`src/rtl/cam_lookup_client.sv`:
```
// CAM lookup initiator: issues tagged lookups, parks descriptors in an in-order
// pending buffer and joins them with the returned values. Optional watchdog: CAM_CLIENT_TIMEOUT_EN.
module cam_lookup_client #(
  parameter int KEY_SIZE          = 8,
  parameter int VALUE_SIZE        = 32,
  parameter int META_WIDTH        = 16,
  parameter int LOOKUP_USER_WIDTH = 4,
  parameter int MAX_OUTSTANDING   = 8,
  parameter int TIMEOUT_CYCLES    = 1024
) (
  input  logic                               clk,
  input  logic                               rst_n,
  input  logic [KEY_SIZE-1:0]                s_req_key,
  input  logic [META_WIDTH-1:0]              s_req_meta,
  input  logic                               s_req_valid,
  output logic                               s_req_ready,
  output logic [KEY_SIZE-1:0]                m_lookup_req_index,
  output logic [LOOKUP_USER_WIDTH-1:0]       m_lookup_req_user,
  output logic                               m_lookup_req_valid,
  input  logic                               m_lookup_req_ready,
  input  logic [VALUE_SIZE-1:0]              s_lookup_value_data,
  input  logic [LOOKUP_USER_WIDTH-1:0]       s_lookup_value_user,
  input  logic                               s_lookup_value_valid,
  output logic                               s_lookup_value_ready,
  output logic [KEY_SIZE-1:0]                m_resp_key,
  output logic [META_WIDTH-1:0]              m_resp_meta,
  output logic [VALUE_SIZE-1:0]              m_resp_value,
  output logic                               m_resp_valid,
  input  logic                               m_resp_ready,
  output logic [$clog2(MAX_OUTSTANDING):0]   outstanding,
  output logic                               err_tag_mismatch,
  output logic                               err_timeout
);

  localparam int PTR_W = (MAX_OUTSTANDING > 1) ? $clog2(MAX_OUTSTANDING) : 1;
  localparam int CNT_W = $clog2(MAX_OUTSTANDING) + 1;
  localparam logic [CNT_W-1:0] FULL_CNT = CNT_W'(MAX_OUTSTANDING);
  localparam logic [PTR_W-1:0] LAST_PTR = PTR_W'(MAX_OUTSTANDING - 1);

  typedef struct packed {
    logic [KEY_SIZE-1:0]   key;
    logic [META_WIDTH-1:0] meta;
  } entry_t;

  entry_t                         pending_q [MAX_OUTSTANDING];
  entry_t                         rd_entry;

  logic [PTR_W-1:0]               wr_ptr_q, wr_ptr_d;
  logic [PTR_W-1:0]               rd_ptr_q, rd_ptr_d;
  logic [CNT_W-1:0]               count_q, count_d;

  logic                           req_valid_q, req_valid_d;
  logic [KEY_SIZE-1:0]            req_index_q, req_index_d;
  logic [LOOKUP_USER_WIDTH-1:0]   req_user_q, req_user_d;

  logic                           resp_valid_q, resp_valid_d;
  logic [KEY_SIZE-1:0]            resp_key_q, resp_key_d;
  logic [META_WIDTH-1:0]          resp_meta_q, resp_meta_d;
  logic [VALUE_SIZE-1:0]          resp_value_q, resp_value_d;

  logic                           err_tag_q, err_tag_d;

  logic                           lookup_slot_free;
  logic                           req_hs;
  logic                           val_hs;
  logic                           val_accept;

  function automatic logic [PTR_W-1:0] ptr_next(input logic [PTR_W-1:0] ptr);
    return (ptr == LAST_PTR) ? '0 : ptr + PTR_W'(1);
  endfunction

  assign lookup_slot_free = !req_valid_q || m_lookup_req_ready;
  // rst_n gates readiness so nothing is accepted while reset is held.
  assign s_req_ready          = rst_n && lookup_slot_free && (count_q < FULL_CNT);
  assign s_lookup_value_ready = !resp_valid_q || m_resp_ready;

  assign req_hs     = s_req_valid && s_req_ready;
  assign val_hs     = s_lookup_value_valid && s_lookup_value_ready;
  // A value with nothing pending is a protocol error, not a result.
  assign val_accept = val_hs && (count_q != '0);
  assign rd_entry   = pending_q[rd_ptr_q];

  // NOTE: every _d gets its hold value first, so no path through this block can infer a latch.
  always_comb begin
    wr_ptr_d     = wr_ptr_q;
    rd_ptr_d     = rd_ptr_q;
    count_d      = count_q;
    req_valid_d  = req_valid_q;
    req_index_d  = req_index_q;
    req_user_d   = req_user_q;
    resp_valid_d = resp_valid_q;
    resp_key_d   = resp_key_q;
    resp_meta_d  = resp_meta_q;
    resp_value_d = resp_value_q;
    err_tag_d    = err_tag_q;

    if (req_hs) begin
      req_valid_d = 1'b1;
      req_index_d = s_req_key;
      req_user_d  = LOOKUP_USER_WIDTH'(wr_ptr_q);
      wr_ptr_d    = ptr_next(wr_ptr_q);
    end else if (m_lookup_req_ready) begin
      req_valid_d = 1'b0;
    end

    if (val_accept) begin
      resp_valid_d = 1'b1;
      resp_key_d   = rd_entry.key;
      resp_meta_d  = rd_entry.meta;
      resp_value_d = s_lookup_value_data;
      rd_ptr_d     = ptr_next(rd_ptr_q);
      // Responses are in order, so data still comes from rd_ptr; only the flag records the slip.
      if (s_lookup_value_user != LOOKUP_USER_WIDTH'(rd_ptr_q)) begin
        err_tag_d = 1'b1;
      end
    end else begin
      if (m_resp_ready) begin
        resp_valid_d = 1'b0;
      end
      if (val_hs) begin
        err_tag_d = 1'b1;
      end
    end

    unique case ({req_hs, val_accept})
      2'b10:   count_d = count_q + CNT_W'(1);
      2'b01:   count_d = count_q - CNT_W'(1);
      default: count_d = count_q;
    endcase
  end

  // NOTE: sequential state uses non-blocking assignments so all registers update from the same pre-edge values.
  always_ff @(posedge clk or negedge rst_n) begin
    if (!rst_n) begin
      wr_ptr_q     <= '0;
      rd_ptr_q     <= '0;
      count_q      <= '0;
      req_valid_q  <= 1'b0;
      req_index_q  <= '0;
      req_user_q   <= '0;
      resp_valid_q <= 1'b0;
      resp_key_q   <= '0;
      resp_meta_q  <= '0;
      resp_value_q <= '0;
      err_tag_q    <= 1'b0;
    end else begin
      wr_ptr_q     <= wr_ptr_d;
      rd_ptr_q     <= rd_ptr_d;
      count_q      <= count_d;
      req_valid_q  <= req_valid_d;
      req_index_q  <= req_index_d;
      req_user_q   <= req_user_d;
      resp_valid_q <= resp_valid_d;
      resp_key_q   <= resp_key_d;
      resp_meta_q  <= resp_meta_d;
      resp_value_q <= resp_value_d;
      err_tag_q    <= err_tag_d;
    end
  end

  // NOTE: the pending buffer is not reset; an entry is only read after being written, and the
  // pointers/count that qualify it are reset.
  always_ff @(posedge clk) begin
    if (req_hs) begin
      pending_q[wr_ptr_q] <= '{key: s_req_key, meta: s_req_meta};
    end
  end

  assign m_lookup_req_valid = req_valid_q;
  assign m_lookup_req_index = req_index_q;
  assign m_lookup_req_user  = req_user_q;
  assign m_resp_valid       = resp_valid_q;
  assign m_resp_key         = resp_key_q;
  assign m_resp_meta        = resp_meta_q;
  assign m_resp_value       = resp_value_q;
  assign outstanding        = count_q;
  assign err_tag_mismatch   = err_tag_q;

`ifdef CAM_CLIENT_TIMEOUT_EN
  localparam int WD_W = $clog2(TIMEOUT_CYCLES + 1);
  localparam logic [WD_W-1:0] WD_LIMIT = WD_W'(TIMEOUT_CYCLES);

  logic [WD_W-1:0] wd_cnt_q, wd_cnt_d;
  logic            err_timeout_q, err_timeout_d;

  // Counts stalled cycles with work pending; saturates at the limit once the flag is raised.
  always_comb begin
    wd_cnt_d      = wd_cnt_q;
    err_timeout_d = err_timeout_q;
    if ((count_q == '0) || val_hs) begin
      wd_cnt_d = '0;
    end else if (wd_cnt_q != WD_LIMIT) begin
      wd_cnt_d = wd_cnt_q + WD_W'(1);
      if (wd_cnt_d == WD_LIMIT) begin
        err_timeout_d = 1'b1;
      end
    end
  end

  always_ff @(posedge clk or negedge rst_n) begin
    if (!rst_n) begin
      wd_cnt_q      <= '0;
      err_timeout_q <= 1'b0;
    end else begin
      wd_cnt_q      <= wd_cnt_d;
      err_timeout_q <= err_timeout_d;
    end
  end

  assign err_timeout = err_timeout_q;
`else
  logic unused_timeout_cfg;
  assign unused_timeout_cfg = (TIMEOUT_CYCLES > 0);
  assign err_timeout        = 1'b0;
`endif

endmodule
```
`config.mk`:
```
export PLATFORM = sky130hd
export DESIGN_NAME = cam_lookup_client
export DESIGN_NICKNAME = d
export VERILOG_FILES = /design/src/rtl/cam_lookup_client.sv
export SDC_FILE = /design/constraint.sdc
export NUM_CORES = 1
export LEC_CHECK = 0
export CAP_MARGIN = 15
export CELL_PAD_IN_SITES_DETAIL_PLACEMENT = 0
export CELL_PAD_IN_SITES_GLOBAL_PLACEMENT = 1
export CORE_MARGIN = 2
export CORE_UTILIZATION = 40
export DETAILED_ROUTE_END_ITERATION = 12
export PLACE_DENSITY_LB_ADDON = 0.1
export SLEW_MARGIN = 20
export SYNTH_ARGS = -nofsm -noshare
export SYNTH_HDL_FRONTEND = slang
export SYNTH_SLANG_ARGS = --single-unit
```
`constraint.sdc`:
```
create_clock -name clk -period 5.2 [get_ports clk]
set_clock_uncertainty 0.2 [all_clocks]
set_input_delay 1.56 -clock clk [delete_from_list [all_inputs] [get_ports clk]]
set_output_delay 1.56 -clock clk [all_outputs]
set_load 0.01 [all_outputs]
```
-- Word level (Yosys, flattened, before mapping)
Memory sizes are Yosys's and may differ from the RTL's. A register that Yosys moved wholly into a read port is not among the register bits.
Cells that the tools add are included.
- add/sub/neg operators: 4
- $mul: 0
- divide/modulo/power cells: 0
- $lt $le $gt $ge: 1
- equality and inequality tests: 6
- shift-type cells: 0
- mux-type cells: 12
- bitwise logic cells: 0
- reductions and logical operators: 16
- operators with widths (cell ; count):
    $mux 1 ; 9
    $pmux 4 s2 ; 1
    $reduce_bool 2->1 ; 4
    $add 3x1->3 const B ; 2
    $eq 3x3->1 const B ; 2
    $mux 3 ; 2
    $logic_and 1x1->1 ; 5
    $add 4x1->4 const B ; 1
    $lt 4x4->1 const B ; 1
    $ne 4x3->1 ; 1
    $reduce_bool 4->1 ; 1
    $sub 4x1->4 const B ; 1
    $logic_not 1->1 ; 3
    $eq 2x1->1 const B ; 1
    $eq 2x2->1 const B ; 1
    $logic_or 1x1->1 ; 2
    $ne 2x1->1 const B ; 1
    $reduce_and 2->1 ; 1
- register bits after elaboration: 56
- latch bits: 0
- memory bits (writable): 192
- ROM bits: 0
- input bits: 66
- output and inout port bits: 78
- word-level logic and storage cells: 49
- memories: 1
- memory list (name ; words ; width ; rd ports ; clocked after Yosys merged registers in ; wr ports ; line ; source):
    pending_q ; 8 ; 24 ; 1 ; 1 ; 1 ; 45 ; entry_t pending_q [MAX_OUTSTANDING];

-- Logic depth before layout (Yosys ltp)
Gate-level depths: netlist of the first run.
- depth after elaboration: 7
- gate-level depth with buffers: 12
- depth with buffers taken out: 10

-- Least setup slack after synthesis of the first run
Ideal clock, no wire load.
- path kind: input to register
- from: input port m_lookup_req_ready
- to: memory pending_q[0][0] (netlist name) (enable)
- library setup time: 0.466 ns
- data arrival time: 4.393 ns
- data required time: 4.534 ns
- setup slack: 0.141 ns
- stages on the path: 4
- buffers on the path: 1
- cell sequence: nand2b_1 nand4b_1 buf_1 nor4_1
- cells in the longest elaborated chain, start to end: 6
- RTL lines (element ; line ; source):
    from (decl) ; 20 ; input logic m_lookup_req_ready,
    $logic_or 1x1->1 ; 72 ; assign lookup_slot_free = !req_valid_q || m_lookup_req_ready;
    $logic_and 1x1->1 (2 in a row) ; 74 ; assign s_req_ready = rst_n && lookup_slot_free && (count_q < FULL_CNT);
    $logic_and 1x1->1 ; 77 ; assign req_hs = s_req_valid && s_req_ready;
    $mux 1 ; 164 ; if (req_hs) begin
    $mux 1 (implied by the code) ; 165 ; pending_q[wr_ptr_q] <= '{key: s_req_key, meta: s_req_meta};
    to (decl) ; 45 ;
No other way between the ends.

-- Worst setup path after layout of the first run
- from: input port m_lookup_req_ready
- to: output port s_req_ready
- cells in the longest elaborated chain, start to end: 3
- RTL lines (element ; line ; source):
    $logic_or 1x1->1 ; 72 ;
    $logic_and 1x1->1 (2 in a row) ; 74 ;
    to (decl) ; 16 ; output logic s_req_ready,
No other way between the ends.

==> metrics.md, run 1 <==
| Metric | Value |
|---|---|
| Sink Count | 272 |
| Mapped Area | 0.0104 mm² |
| CTS Buffer Depth | 3 |
| Startpoint types | input pin |
| CTS resizes | 0 |
| Setup TNS | 0 ps |
| DIE HEIGHT | 166 µm |
| I/O pin cnt | 144 |
| Drt initial violations | 305 |
| Via/cell ratio | 5.04 |
| Die area | 0.0274 mm² |
| Clock-pin slew on the worst setup and hold paths | 60 ps |
| Worst-path fanout max | 3 |
| Starting density of the core | 0.404 |
| Synth cell types | 35 |
| Initial antenna violation count | 0 |
| Pwr/cell area | 526 mW/mm² |
| Worst Min Path Start | m_resp_meta[6] |
| DRC Markers | 0 |
| Post-CTS setup buffers | 0 |
| P_leak | 4.69 nW |
| DR vias | 5,250 |
| Outcome | completed |
| Period Utilization, post-route | 0.893 |
| Total global-route track usage | 0.158 |
| Clk Latency, worst-skew pair | 540 ps |
| Share of cells above drive strength 1 | 0.249 |
| Reg2Reg Depth | 10 |
| RSZ-0062 raised after global routing | false |
| Port Buf Inserts | 141 |
| Final WL | 21,600 µm |
| CTS Root Cell | clkbuf_16 |
| Worst Tran Pin Value | 1020 ps |
| RePlAce Congestion | 0.678 |
| Area of the core | 0.0258 mm² |
| First-pass GRT wire length | 33,800 µm |
| Min-Delay Path Depth | 2 |
| N_diodes | 0 |
| CTS buffer count | 29 |
| H-tree depth | 1 |
| Most frequent cell after synthesis | edfxtp_1 |
| Fmax | 0.215 GHz |
| Final Net Count | 757 |
| Hold endpoint | m_resp_meta[6] |
| Max_cap viols | 0 |
| Share of the synthesized area in the top cell type | 0.552 |
| Final worst path period need | 4640 ps |
| Prevailing post-synth register cell | edfxtp_1 |
| Fin. max-slew vios | 0 |
| Fin. Hold Viols | 0 |
| Number of synthesized flops with an enable pin | 192 |
| Mapped Cells | 525 |
| Hold Crit Class | register to register |
| Reg2reg end | outstanding[2] |
| Post-DP HPWL | 12,300 µm |
| Worst IR Drop VDD | 0.000268 V |
| Critical R2R Launch | outstanding[1] |
| CTS tree | yes |
| Ys async rst share | 0.294 |
| Sequential fraction of the synthesis area | 0.743 |
| Final setup fails | 0 |
| Hold-fix buffers, CTS | 0 |
| Grt total ovfl | 0 |
| Post-synth top area cell | edfxtp_1 |
| Required @ worst endpoint | 3440 ps |
| CP Capture Type | output pin |
| Top post-synthesis cells by area | edfxtp_1 55%, dfrtp_1 19%, mux4_2 10%, mux2_2 4.2%, mux2i_1 2.3% |
| Avg Cell Area, Syn | 19.9 µm² |
| R2R Setup Slk | 2470 ps |
| Final std cells w/o fill | 1,042 |
| Area grow syn2layout | 26.9% |
| WS Path Type | input pin to output pin |
| Wire length per cell | 20.8 µm |
| Vias in the first global route | 5,686 |
| Critical path arrival | 2880 ps |
| Die Span X | 166 µm |
| Max-Slew Margin vs Limit | 0.322 |
| # rows | 59 |
| Yosys reg bits | 272 |
| Synth warnings | 0 |
| Cells after DPL | 988 |
| Largest net degree at the start of global routing | 86 |
| Routed Antenna Nets | 0 |
| Most instantiated cells after synthesis | 192 x edfxtp_1, 80 x dfrtp_1, 48 x mux4_2, 39 x mux2_2, 31 x nand2_1 |
| DRT Pass-1 Iters | 4 |
## critical path, stage by stage
cell	delay, ps
clkdlybuf4s50_1	450
nand2b_1	130
and3b_1	200
clkdlybuf4s50_1	540
## per-stage QoR
stage	util	cell area, µm²	setup WS [ps]	hold WS (ps)	power, mW
after global routing	0.513	13300	514	290	7.35
final	0.513	13300	557	275	6.97
after floorplan	-	10500	141	311	4.10
after detailed placement	0.475	12300	574	269	4.98
after CTS	0.513	13300	565	284	7.10
after global placement	0.475	12300	578	255	4.94
## logic make-up (layout without fill, tap and decap cells)
logic type	count (synthesis)	after routing	share of synthesized area
fa+ha+maj	7	7	0.00838
flops	272	272	0.743
xor+xnor	8	8	0.00671
simple gates	60	60	0.0286
other cells	1	2	0.000359
buf+inv	29	210	0.0183
compound gates	30	30	0.0156
mux	118	118	0.179
## area by class of cell
| class | count | area, µm² |
|---|---|---|
| clock buffer | 32 | 767 |
| clock inverter | 22 | 229 |
| fill | 2085 | 12600 |
| inverter | 1 | 3.75 |
| multi-input combinational | 225 | 2540 |
| sequential | 272 | 7770 |
| tap | 335 | 419 |
| timing repair buffer | 155 | 1530 |
## placed cells by master (no fill, tap or decap), drive strengths merged, types with 2 or more instances in the layout
| cell | count |
|---|---|
| nand3 | 3 |
| mux2i | 24 |
| nor3 | 7 |
| o21ai | 25 |
| nor2 | 5 |
| nand2b | 6 |
| buf | 15 |
| a21o | 2 |
| nand2 | 31 |
| conb | 2 |
| bufinv | 3 |
| xnor2 | 4 |
| clkbuf | 32 |
| inv | 6 |
| dfrtp | 80 |
| xor2 | 4 |
| clkinvlp | 6 |
| clkdlybuf4s50 | 140 |
| clkinv | 8 |
| mux4 | 48 |
| edfxtp | 192 |
| ha | 7 |
| nor4 | 2 |
| mux2 | 46 |
## worst max-delay path by stage
stage	from	to	slack, ps
after floorplan	m_lookup_req_ready	pending_q[0][0]	140
after global placement	m_lookup_req_ready	s_req_ready	580
after detailed placement	m_lookup_req_ready	s_req_ready	570
after CTS	m_lookup_req_ready	s_req_ready	560
after global routing	m_lookup_req_ready	s_req_ready	510
final	m_lookup_req_ready	s_req_ready	560
## where the power goes
group / internal, mW / total, mW / switching [mW]
registers: 2.67 / 3.02 / 0.349
clock network: 1.23 / 2.09 / 0.864
logic: 1.11 / 1.86 / 0.747
total: 5.01 / 6.97 / 1.96
## sequential cells by signal, indices dropped and copies added, names as in the netlist
signal / count
rd_ptr_q: 3
m_lookup_req_user: 3
pending_q: 192
m_resp_meta: 16
wr_ptr_q: 3
m_resp_key: 8
m_lookup_req_valid: 1
m_lookup_req_index: 8
m_resp_valid: 1
outstanding: 4
m_resp_value: 32
err_tag_mismatch: 1
## metal layers
layer  GRT usage  part of all wire
met5           0                 0
met4      0.0378             0.019
met3      0.0299             0.044
met2       0.262              0.48
met1       0.217              0.45
(Power assumes the default switching activity.)
==> inputs of run 2 (changes only) <==
==> constraint.sdc (replaced) <==
create_clock -name clk -period 5 [get_ports clk]
set_clock_uncertainty 0.2 [all_clocks]
set_input_delay 1.5 -clock clk [delete_from_list [all_inputs] [get_ports clk]]
set_output_delay 1.5 -clock clk [all_outputs]
set_load 0.01 [all_outputs]
==> metrics.md, run 2 (same netlist as run 1, synthesis figures left out) <==
| Metric | Value |
|---|---|
| Final worst path period need | 4510 ps |
| Switching Share | 0.279 |
| Max reg flops | 192 |
| Worst-path fanout max | 3 |
| Slowest stage delay, CP | 550 ps |
| Grt total ovfl | 0 |
| Hold Crit Class | register to register |
| Total power | 7.19 mW |
| Total global-route track usage | 0.160 |
| DRT Pass-1 Iters | 4 |
| Final WL | 21,900 µm |
| Max_cap viols | 0 |
| Fillers | 2,113 |
| Worst IR Drop VDD | 0.000286 V |
| Clk Latency, worst-skew pair | 540 ps |
| Final setup margin | 489 ps |
| Worst Tran Pin Value | 952 ps |
| RePlAce Congestion | 0.737 |
| Outcome | completed |
| Combinational Power Share | 0.269 |
| Via/cell ratio | 5.05 |
| Required @ worst endpoint | 3300 ps |
| Final Net Count | 762 |
| P_leak | 4.71 nW |
| Area of the core | 0.0258 mm² |
| Fin. Hold Viols | 0 |
| Share of cells above drive strength 1 | 0.243 |
| Commonest non-fill, non-tap cell in the layout | edfxtp_1 |
| Post-CTS setup buffers | 0 |
| CTS tree | yes |
| Crit-path cells | clkdlybuf4s50_1, nand2b_1, and3b_1, clkdlybuf4s50_1 |
| H-tree depth | 1 |
| CP Capture Type | output pin |
| Fmax | 0.222 GHz |
| Drt initial violations | 354 |
| DIE HEIGHT | 166 µm |
| Port Buf Inserts | 141 |
| N_diodes | 0 |
| Hold-fix buffers, CTS | 0 |
| DR vias | 5,283 |
| WS Path Type | input pin to output pin |
| Starting density of the core | 0.404 |
| DRC Markers | 0 |
| Die area | 0.0274 mm² |
| Setup TNS | 0 ps |
| CTS Buffer Depth | 3 |
| Period Utilization, post-route | 0.902 |
| Post-DP HPWL | 13,300 µm |
| Vias in the first global route | 5,706 |
| Startpoint types | input pin |
| Clock-pin slew on the worst setup and hold paths | 60 ps |
| First-pass GRT wire length | 34,100 µm |
| RSZ-0062 raised after global routing | false |
| Slowest CP cell | clkdlybuf4s50_1 |
| Top reg by flops | pending_q |
| Clock share of power | 0.292 |
| Commonest non-fill, non-tap cells in the layout | 192 x edfxtp_1, 140 x clkdlybuf4s50_1, 77 x dfrtp_1 |
| Net switching power | 2.01 mW |
| Cell mode on critical path | clkdlybuf4s50_1 |
| WP buf/inv | 2 |
| Area grow syn2layout | 26.8% |
| Routed Antenna Nets | 0 |
| CTS Root Cell | clkbuf_16 |
| Critical path arrival | 2810 ps |
| I/O pin cnt | 144 |
| Fin. max-slew vios | 0 |
| Int Power | 5.18 mW |
| # rows | 59 |
| DP Worst Slack | 487 ps |
| Flop pwr share | 0.439 |
| CTS buffer count | 29 |
| Die Span X | 166 µm |
| Max-Slew Margin vs Limit | 0.365 |
| Initial antenna violation count | 0 |
| Pwr/cell area | 543 mW/mm² |
| CTS resizes | 0 |
| Largest net degree at the start of global routing | 54 |
| Sink Count | 272 |
| Final setup fails | 0 |
| Wire length per cell | 20.9 µm |
| Family with the most delay on the worst path | buffers and inverters |
[run 2: cell types whose count changed in the layout (fill, tap and decap cells not counted)]
cell        change
clkinvlp_4      -4
clkinv_4        -3
clkbuf_1        +4
buf_4           +5
clkinv_1        +4
inv_6           -3
clkbuf_8        -1
clkinv_2        +3
[run 2: power by group through the flow]
stage	registers (mW)	logic (mW)	clock network (mW)
global route	3.23	2.09	2.25
global placement	3.20	1.94	0
CTS	3.18	1.98	2.15
finish	3.16	1.94	2.10
detailed placement	3.22	1.97	0
floorplan	3.11	1.15	0
[run 2: final cells by class]
cell class	count	area, µm²	share of cell area
Clock inverter	19	176	0.0133
Timing Repair Buffer	160	1560	0.118
Tap cell	335	419	0.0316
Clock buffer	35	768	0.0580
Multi-Input combinational cell	225	2540	0.192
Sequential cell	272	7770	0.587
Inverter	1	3.75	0.000283
[run 2: per-stage QoR]
stage	hold slack, ps	instance area, µm²	cells	utilization
after floorplan	311	10500	526	-
after global placement	253	12300	993	0.476
after detailed placement	271	12300	993	0.476
after CTS	285	13200	1047	0.513
after global routing	294	13200	1047	0.513
final	278	13200	1047	0.513
[run 2: per-layer routing]
| layer | wire length (µm) | up-vias | share of wire | global-route usage |
|---|---|---|---|---|
| met5 | 0 | - | 0 | 0 |
| met4 | 392 | 0 | 0.018 | 0.0397 |
| met3 | 996 | 28 | 0.046 | 0.0301 |
| met2 | 10800 | 152 | 0.50 | 0.271 |
| met1 | 9650 | 2709 | 0.44 | 0.215 |
| li1 | - | 2394 | - | - |
[run 2: final timing paths]
check | slack [ps] | from | end | depth (start not counted)
min reg2reg | 280 | m_resp_meta[4] | m_resp_meta[4] | 2
max in group asynchronous | 2700 | rst_n | rd_ptr_q[0] | 3
max | 490 | m_lookup_req_ready | s_req_ready | 4
min | 280 | m_resp_meta[4] | m_resp_meta[4] | 2
max reg2reg | 1850 | outstanding[1] | outstanding[2] | 10
min in group asynchronous | 810 | rst_n | m_resp_valid | 2
[run 2: worst reg2reg max path: cells and delay by family (launching register included)]
family	cells	cell delay, ps
adder cells (fa/ha/maj)	2	490
AND/OR/NAND/NOR	3	1110
XOR/XNOR	3	490
AO/OA/AOI/OAI	1	140
buffers and inverters	1	140
flip-flops	1	470
==> inputs of run 3 (changes only) <==
--- a/config.mk
+++ b/config.mk
@@ -12,6 +12,7 @@
 export CORE_UTILIZATION = 40
 export DETAILED_ROUTE_END_ITERATION = 12
 export PLACE_DENSITY_LB_ADDON = 0.1
+export SETUP_SLACK_MARGIN = 0.5
 export SLEW_MARGIN = 20
 export SYNTH_ARGS = -nofsm -noshare
 export SYNTH_HDL_FRONTEND = slang
==> metrics.md, run 3 (same netlist as run 1, synthesis figures left out) <==
| Metric | Value |
|---|---|
| Post-DP HPWL | 13,300 µm |
| Switching Share | 0.278 |
| P_leak | 4.69 nW |
| Combinational Power Share | 0.267 |
| Setup TNS | 0 ps |
| Net switching power | 1.97 mW |
| Routed Antenna Nets | 0 |
| Vias in the first global route | 5,746 |
| RSZ-0062 raised after global routing | false |
| Hold Crit Class | register to register |
| Final setup margin | 607 ps |
| DIE HEIGHT | 166 µm |
| Outcome | completed |
| WS Path Type | input pin to output pin |
| WP buf/inv | 2 |
| Drt initial violations | 280 |
| Grt total ovfl | 0 |
| DP Area | 0.0123 mm² |
| Critical R2R Launch | outstanding[1] |
| H-tree depth | 1 |
| Port Buf Inserts | 141 |
| Total power | 7.08 mW |
| Worst-path fanout max | 4 |
| Starting density of the core | 0.404 |
| R2R Setup Slk | 2260 ps |
| Largest net degree at the start of global routing | 86 |
| Worst Tran Pin Value | 1000 ps |
| Die Span X | 166 µm |
| Fillers | 2,132 |
| DP Worst Slack | 493 ps |
| Worst IR Drop VDD | 0.000310 V |
| Initial antenna violation count | 1 |
| DR vias | 5,293 |
| Worst Min Path Start | m_resp_meta[8] |
| Share of cells above drive strength 1 | 0.236 |
| Max reg flops | 192 |
| Period Utilization, post-route | 0.879 |
| Die area | 0.0274 mm² |
| DRT Pass-1 Iters | 4 |
| RePlAce Congestion | 0.700 |
| Final setup fails | 0 |
| First-pass GRT wire length | 33,900 µm |
| Family with the most delay on the worst path | buffers and inverters |
| Clk Latency, worst-skew pair | 550 ps |
| DRC Markers | 0 |
| CP Capture Type | output pin |
| Fmax | 0.228 GHz |
| Sink Count | 272 |
| Clock-pin slew on the worst setup and hold paths | 60 ps |
| Final Net Count | 763 |
| CTS Buffer Depth | 3 |
| Wire length per cell | 20.4 µm |
| Crit-path cells | clkdlybuf4s50_1, nand2b_2, clkdlybuf4s50_1 |
| Area of the core | 0.0258 mm² |
| Final Util | 0.511 |
| Max-Slew Margin vs Limit | 0.331 |
| Final WL | 21,400 µm |
| Area grow syn2layout | 26.4% |
| Via/cell ratio | 5.05 |
| N_diodes | 0 |
| Pwr/cell area | 536 mW/mm² |
| Startpoint types | input pin |
| Top reg by flops | pending_q |
| Critical path arrival | 2690 ps |
| Flop pwr share | 0.451 |
| Commonest non-fill, non-tap cells in the layout | 192 x edfxtp_1, 139 x clkdlybuf4s50_1, 77 x dfrtp_1 |
| CTS tree | yes |
| Area of the multi-input gates | 0.00255 mm² |
| Slowest CP cell | clkdlybuf4s50_1 |
| Reg area | 0.00777 mm² |
| Commonest non-fill, non-tap cell in the layout | edfxtp_1 |
| I/O pin cnt | 144 |
| Final worst path period need | 4390 ps |
| Max_cap viols | 0 |
| Int Power | 5.12 mW |
| Slowest stage delay, CP | 570 ps |
| Fin. max-slew vios | 0 |
| Hold-fix buffers, CTS | 0 |
| Fin. Hold Viols | 0 |
| Required @ worst endpoint | 3300 ps |
| Post-route cell area | 0.0132 mm² |
| Clock share of power | 0.282 |
| Cell mode on critical path | clkdlybuf4s50_1 |
| Total global-route track usage | 0.159 |
| # rows | 59 |
| CTS Root Cell | clkbuf_16 |
| Critical Path Source | m_resp_ready |
| CTS buffer count | 29 |
run 3: changes by cell type in the layout (fill, tap and decap cells not counted), moves of 2 or more:
cell        change
buf_4           +2
bufinv_16       -2
clkinv_2        -3
clkbuf_1       +12
clkinv_1        -5
inv_6           -2
clkinvlp_4      -2
run 3: cell type report:
type / count / area share
clock buffers: 48 / 0.0626
repair buffers: 161 / 0.118
well taps: 335 / 0.0317
clock inverters: 6 / 0.00531
multi-input cells: 225 / 0.193
flip-flops and latches: 272 / 0.589
inverters: 1 / 0.000284
run 3: worst register-to-register path, stage by stage, from the launching register on:
cell     delay [ps]
dfrtp_1         470
or4_4           600
nand3_4         100
inv_1            70
ha_1            280
xor2_1          180
ha_1            190
a21oi_1         160
xor2_1          180
nor2_1           70
xor2_1          140
run 3: metrics by stage:
| step | cells | hold slack (ps) |
|---|---|---|
| global placement | 994 | 251 |
| global route | 1048 | 312 |
| floorplan | 526 | 311 |
| CTS | 1048 | 283 |
| finish | 1048 | 279 |
| detailed placement | 994 | 270 |
run 3: repair_timing:
| action | 4_1_cts | 5_1_grt |
|---|---|---|
| resized for setup | 1 | 1 |
| setup buffers | 0 | 0 |
| setup endpoints to repair | 1 | 1 |
run 3: metal layers:
metal  vias to the layer above  share of wire  track usage
met5                         -              0            0
met4                         0          0.021       0.0465
met3                        33          0.051       0.0311
met2                       167           0.49        0.271
met1                      2707           0.43        0.208
li1                       2386              -            -
run 3: worst paths after layout:
| check | endpoint | depth (start not counted) |
|---|---|---|
| setup / recovery | s_lookup_value_ready | 3 |
| hold / removal | m_resp_meta[8] | 2 |
| setup reg to reg | outstanding[2] | 10 |
| hold reg to reg | m_resp_meta[8] | 2 |
| max in group asynchronous | rd_ptr_q[0] | 3 |
| min in group asynchronous | m_lookup_req_index[0] | 2 |
run 3: power by group through the flow:
stage / sequential, mW / combinational [mW] / clock, mW
2_1_floorplan: 3.11 / 1.15 / 0
3_3_place_gp: 3.24 / 1.90 / 0
3_5_place_dp: 3.26 / 1.93 / 0
4_1_cts: 3.21 / 1.94 / 2.06
5_1_grt: 3.27 / 2.05 / 2.16
6_report: 3.19 / 1.89 / 2.00
